$ cat src/rtl/drive_cmd_arbiter.sv
// drive_cmd_arbiter: sole driver of the car command bus.
// Mode-selected source, stop guard on mode change, barrier pulses.
module drive_cmd_arbiter #(
  parameter int TICK_DIV    = 2000000,
  parameter int GUARD_TICKS = 25,
  parameter int PULSE_TICKS = 5
) (
  input  logic       clk,
  input  logic       power,
  input  logic [1:0] mode,
  input  logic [7:0] man_cmd,
  input  logic [7:0] semi_cmd,
  input  logic [7:0] auto_cmd,
  output logic [7:0] out,
  output logic [1:0] active_src,
  output logic       guard_busy
);

  localparam int TW = (TICK_DIV > 1) ? $clog2(TICK_DIV) : 1;
  localparam int GW = (GUARD_TICKS > 1) ? $clog2(GUARD_TICKS) : 1;
  localparam int PW = (PULSE_TICKS > 1) ? $clog2(PULSE_TICKS) : 1;

  localparam logic [TW-1:0] TICK_LAST  = TW'(TICK_DIV - 1);
  localparam logic [GW-1:0] GUARD_LAST = GW'(GUARD_TICKS - 1);
  localparam logic [PW-1:0] PULSE_LAST = PW'(PULSE_TICKS - 1);

  typedef enum logic [1:0] {
    IDLE  = 2'b00,
    GUARD = 2'b01,
    RUN   = 2'b10
  } state_t;

  state_t        state_q, state_d;
  logic [TW-1:0] tick_q;
  logic [GW-1:0] guard_q, guard_d;
  logic [PW-1:0] pcnt_q, pcnt_d;
  logic [1:0]    mode_q;
  logic [1:0]    edge_q, edge_d;
  logic [7:0]    out_q, out_d;

  logic       tick;
  logic       mode_chg;
  logic [7:0] sel;
  logic [3:0] dir;
  logic [1:0] rise;
  logic       pls_on;

  assign tick     = (tick_q == TICK_LAST);
  assign mode_chg = (mode != mode_q);
  assign rise     = sel[5:4] & ~edge_q;
  assign pls_on   = |out_q[5:4];

  // Free-running tick divider, cleared only by power.
  always_ff @(posedge clk or negedge power) begin
    if (!power) tick_q <= '0;
    else if (tick) tick_q <= '0;
    else tick_q <= tick_q + TW'(1);
  end

  // Source select by live mode; unknown/off selects nothing.
  always_comb begin
    sel = 8'h00;
    unique case (mode)
      2'b01:   sel = man_cmd;
      2'b10:   sel = semi_cmd;
      2'b11:   sel = auto_cmd;
      default: sel = 8'h00;
    endcase
  end

  // Drop contradictory direction pairs.
  always_comb begin
    dir = sel[3:0];
    if (sel[0] & sel[1]) dir[1:0] = 2'b00;
    if (sel[2] & sel[3]) dir[3:2] = 2'b00;
  end

  // Next state, guard/pulse counters and next bus value.
  always_comb begin
    state_d = state_q;
    guard_d = guard_q;
    pcnt_d  = pcnt_q;
    edge_d  = edge_q;
    out_d   = 8'h00;
    unique case (state_q)
      IDLE: begin
        if (mode != 2'b00) begin
          state_d = GUARD;
          guard_d = '0;
        end
      end
      GUARD: begin
        if (mode == 2'b00) begin
          state_d = IDLE;
          guard_d = '0;
        end else if (mode_chg) begin
          guard_d = '0;
        end else if (tick) begin
          if (guard_q == GUARD_LAST) begin
            state_d = RUN;
            guard_d = '0;
            edge_d  = sel[5:4];
          end else begin
            guard_d = guard_q + GW'(1);
          end
        end
      end
      RUN: begin
        if (mode == 2'b00 || mode_chg) begin
          state_d = (mode == 2'b00) ? IDLE : GUARD;
          guard_d = '0;
          pcnt_d  = '0;
        end else begin
          edge_d     = sel[5:4];
          out_d[3:0] = dir;
          if (pls_on) begin
            out_d[5:4] = out_q[5:4];
            if (tick) begin
              if (pcnt_q == PULSE_LAST) begin
                out_d[5:4] = 2'b00;
                pcnt_d     = '0;
              end else begin
                pcnt_d = pcnt_q + PW'(1);
              end
            end
          end else if (rise[1]) begin
            out_d[5] = 1'b1;
            pcnt_d   = '0;
          end else if (rise[0]) begin
            out_d[4] = 1'b1;
            pcnt_d   = '0;
          end
        end
      end
      default: begin
        state_d = IDLE;
      end
    endcase
  end

  // State, counters, mode/edge history and registered bus.
  always_ff @(posedge clk or negedge power) begin
    if (!power) begin
      state_q <= IDLE;
      guard_q <= '0;
      pcnt_q  <= '0;
      mode_q  <= 2'b00;
      edge_q  <= 2'b00;
      out_q   <= 8'h00;
    end else begin
      state_q <= state_d;
      guard_q <= guard_d;
      pcnt_q  <= pcnt_d;
      mode_q  <= mode;
      edge_q  <= edge_d;
      out_q   <= out_d;
    end
  end

  assign out        = out_q;
  assign active_src = (state_q == RUN) ? mode_q : 2'b00;
  assign guard_busy = (state_q == GUARD);

endmodule
$ cat config.mk
export PLATFORM = sky130hd
export DESIGN_NAME = drive_cmd_arbiter
export DESIGN_NICKNAME = d
export VERILOG_FILES = /design/src/rtl/drive_cmd_arbiter.sv
export SDC_FILE = /design/constraint.sdc
export NUM_CORES = 1
export LEC_CHECK = 0
export BUFFER_PORTS_ARGS = -buffer_cell sky130_fd_sc_hd__buf_2
export CORE_UTILIZATION = 45
export CTS_CLUSTER_SIZE = 16
export DETAILED_ROUTE_END_ITERATION = 10
export GPL_TIMING_DRIVEN = 0
export PLACE_DENSITY = 0.66
export SETUP_SLACK_MARGIN = 0.1
export SYNTH_ARGS = -nofsm -noshare
export SYNTH_HDL_FRONTEND = slang
export SYNTH_SLANG_ARGS = --single-unit
$ cat constraint.sdc
create_clock -name clk -period 5.6 [get_ports clk]
set_input_delay 0.56 -clock clk [delete_from_list [all_inputs] [get_ports clk]]
set_output_delay 0.56 -clock clk [all_outputs]
set_load 0.01 [all_outputs]
==> summary.txt <==
Run status
  • Status: complete, no violations

Logic synthesis
  • Top_reg_cell synth: dfrtp_1
  • YS warnings: 0
  • Yosys cell types: 45
  • Most numerous cell in the Yosys netlist: dfrtp_1
  • Cells after Synth: roughly 220
  • FF+latch count, synth: 41
  • Number of synthesized flops with an enable pin: 0
  • Share of the synthesized area in the top cell type: between 40% and 50%
  • Synth area leaders: dfrtp_1 (46%), xnor2_1 (5.5%), mux2i_1 (4.1%)
  • Area leader, netlist: dfrtp_1
  • Synth cell count leaders: dfrtp_1 (41), nand2_1 (21), nor2_1 (21)
  • Post-Syn Area per Cell: 9.97 um^2
  • Sequential area share after synthesis: 46.1%
  • Post-synth ARST share: 100%
  • Mapped cell area: 2220 um^2

Timing
  • Final period utilization: just under 40%
  • Min Tclk post-route: about 2.2 ns
  • Achievable Freq: 0.463 GHz
  • Slew Viols, Final: 0
  • Measured slew at the worst slew-check pin: between 0.9 and 1 ns
  • Final setup viols: 0
  • Fin Setup TNS: 0 ns
  • Final hold vios: 0
  • RSZ-0062 raised after global routing: false
  • Worst rel slew slack: 39.7%
  • Clock Skew: 0.00834 ns

Floorplanning
  • Die Span X: 72.3 um
  • Io pins: 39
  • Starting density of the core: 47.1%
  • Die area: 5230 um^2
  • Core Rows: 25
  • Core box area: 4720 um^2
  • Die height: 72.3 um

Critical path
  • CP peak stage delay: 0.55 ns
  • Crit-path max FO: 6
  • Worst path required time: 5.79 ns
  • Slowest stage cell, crit path: or4b_4
  • Crit path DAT: roughly 2.4 ns
  • Kind of capture point of the worst setup path: flop
  • Buffers plus inverters on the worst setup path: 1
  • Cells along the critical path: or4b_4 -> nor4_4 -> and3_1 -> buf_6 -> a31oi_4 -> mux2_4
  • CP Class: flop to flop
  • CP startpoint kind: flop
  • Delay-heaviest family, CP: simple AND/OR/NAND/NOR gates

Placed design
  • Placement Cell Area: about 2500 um^2
  • PortBufs: 30
  • Hpwl dp: between 3000 and 4000 um
  • Gpl congestion: around 0.75
  • Placed cells: 321

Min path
  • Worst min path class: input port to flop

GRT
  • Total track usage: 18.8%
  • GRT overflow: 0
  • Initial antenna violation count: 0
  • First-pass GRT wire length: 7370 um
  • Number of global-route vias before repair: 1668
  • Largest net degree at the start of global routing: 42

Routing
  • Via density per instance: 5.22
  • WL per Instance: 13.6 um
  • Residual DRC count: 0
  • Drt first pass iters: 4
  • Total vias in the final route: 1717
  • Starting DRC count in detailed routing: 63
  • Number of routed nets with antenna violations: 0
  • Routed WL: 4470 um

Clocking
  • Clk buf depth: 2
  • Clock Sink Count: 41
  • Hold_buf cts: 0
  • Total CTS buffers: 5
  • Worst-skew pair later-pin latency: 0.30 ns
  • Clk Tree Root Cell: clkbuf_8
  • Reg clk slew, reported paths: 0.08 ns
  • Setup bufs post-CTS: 0
  • CTS tree: built
  • Gates resized, CTS repair: 0
  • H-tree lvl count: 2

Cells and area
  • Ant diodes: 0
  • Final Instance Count excl. Fillers: roughly 330
  • Final core occ: 54.3%
  • Layout cells sized above 1: 20.2%
  • Final Instance Area: approximately 2600 um^2
  • Fin nets: 294
  • Fillcell total: 450
  • Area Overhead vs Synth: 15.3%

Job
  • Maxcap violations: 0

Pwr
  • VDD IR-drop max: 0.141 mV
  • Pwr Density: 215 nW/um^2
  • Leakage: 0.00121 uW
==> layout by cell type (no fill, tap or decap), types with 3 or more instances in the layout <==
master,count
nor2_1,21
dfrtp_1,41
a311oi_1,4
buf_4,3
nand4_1,4
nor3_1,8
and3_1,7
nand3_1,14
inv_1,7
ha_1,5
nand2b_1,3
and2_1,4
mux2i_1,9
nand2_1,21
buf_2,32
a21oi_1,7
clkbuf_8,7
o21ai_0,8
xnor2_1,14
xor2_1,4
==> sequential cells by signal, indices dropped and copies added (netlist names) <==
name,cells
edge_q,2
guard_q,5
mode_q,2
out,6
pcnt_q,3
state_q,2
tick_q,21
==> metrics by stage <==
| step | power (uW) | hold WS, ns | setup slack, ns |
|---|---|---|---|
| finish | 552 | 0.371 | 3.44 |
| global route | 577 | 0.359 | 3.35 |
| CTS | 558 | 0.368 | 3.42 |
| detailed placement | 344 | 0.466 | 3.24 |
| global placement | 343 | 0.466 | 3.27 |
| floorplan | 326 | 0.264 | 3.57 |
==> worst paths after layout <==
check	from	slack, ns	end	cells after the start
worst max register to register	tick_q[12]	3.44	edge_q[0]	6
worst min-delay path	mode[0]	0.37	mode_q[0]	1
max in group asynchronous	power	4.65	tick_q[10]	1
worst max-delay path	tick_q[12]	3.44	edge_q[0]	6
worst min register to register	tick_q[0]	0.48	tick_q[0]	1
min in group asynchronous	power	0.39	tick_q[4]	1
==> report_power, final <==
group / internal, uW / total (uW) / switching, uW / leakage, uW
sequential: 297 / 298 / 1.29 / 0.000550
combinational: 16.2 / 39.2 / 23.0 / 0.000609
clock: 111 / 214 / 103 / 0.0000542
==> cell type report <==
type                    count  area [um^2]  area share (%)
flip-flops and latches     41         1030            40.0
multi-input cells         168         1120            43.8
well taps                  67         83.8            3.27
plain buffers               8         51.3            2.00
clock buffers               7         96.3            3.76
clock inverters             1         5.00           0.195
inverters                   7         26.3            1.03
repair buffers             30          150            5.86
==> kinds of logic after synthesis <==
family	Yosys count	share of synthesized area [%]
mux	13	6.42
simple gates	95	22.6
compound gates	35	11.3
other cells	1	0.169
buf+inv	15	3.49
fa+ha+maj	5	2.81
flops	41	46.1
xor+xnor	18	7.09
==> layer usage <==
| layer | up-vias | wire, um | track usage [%] |
|---|---|---|---|
| met2 | 28 | 2110 | 30.2 |
| met1 | 821 | 2160 | 23.9 |
| met3 | 7 | 133 | 5.00 |
| met4 | 0 | 73 | 7.84 |
| li1 | 861 | - | - |
| met5 | - | 0 | 0 |
Power figures use the tool's default switching activity.
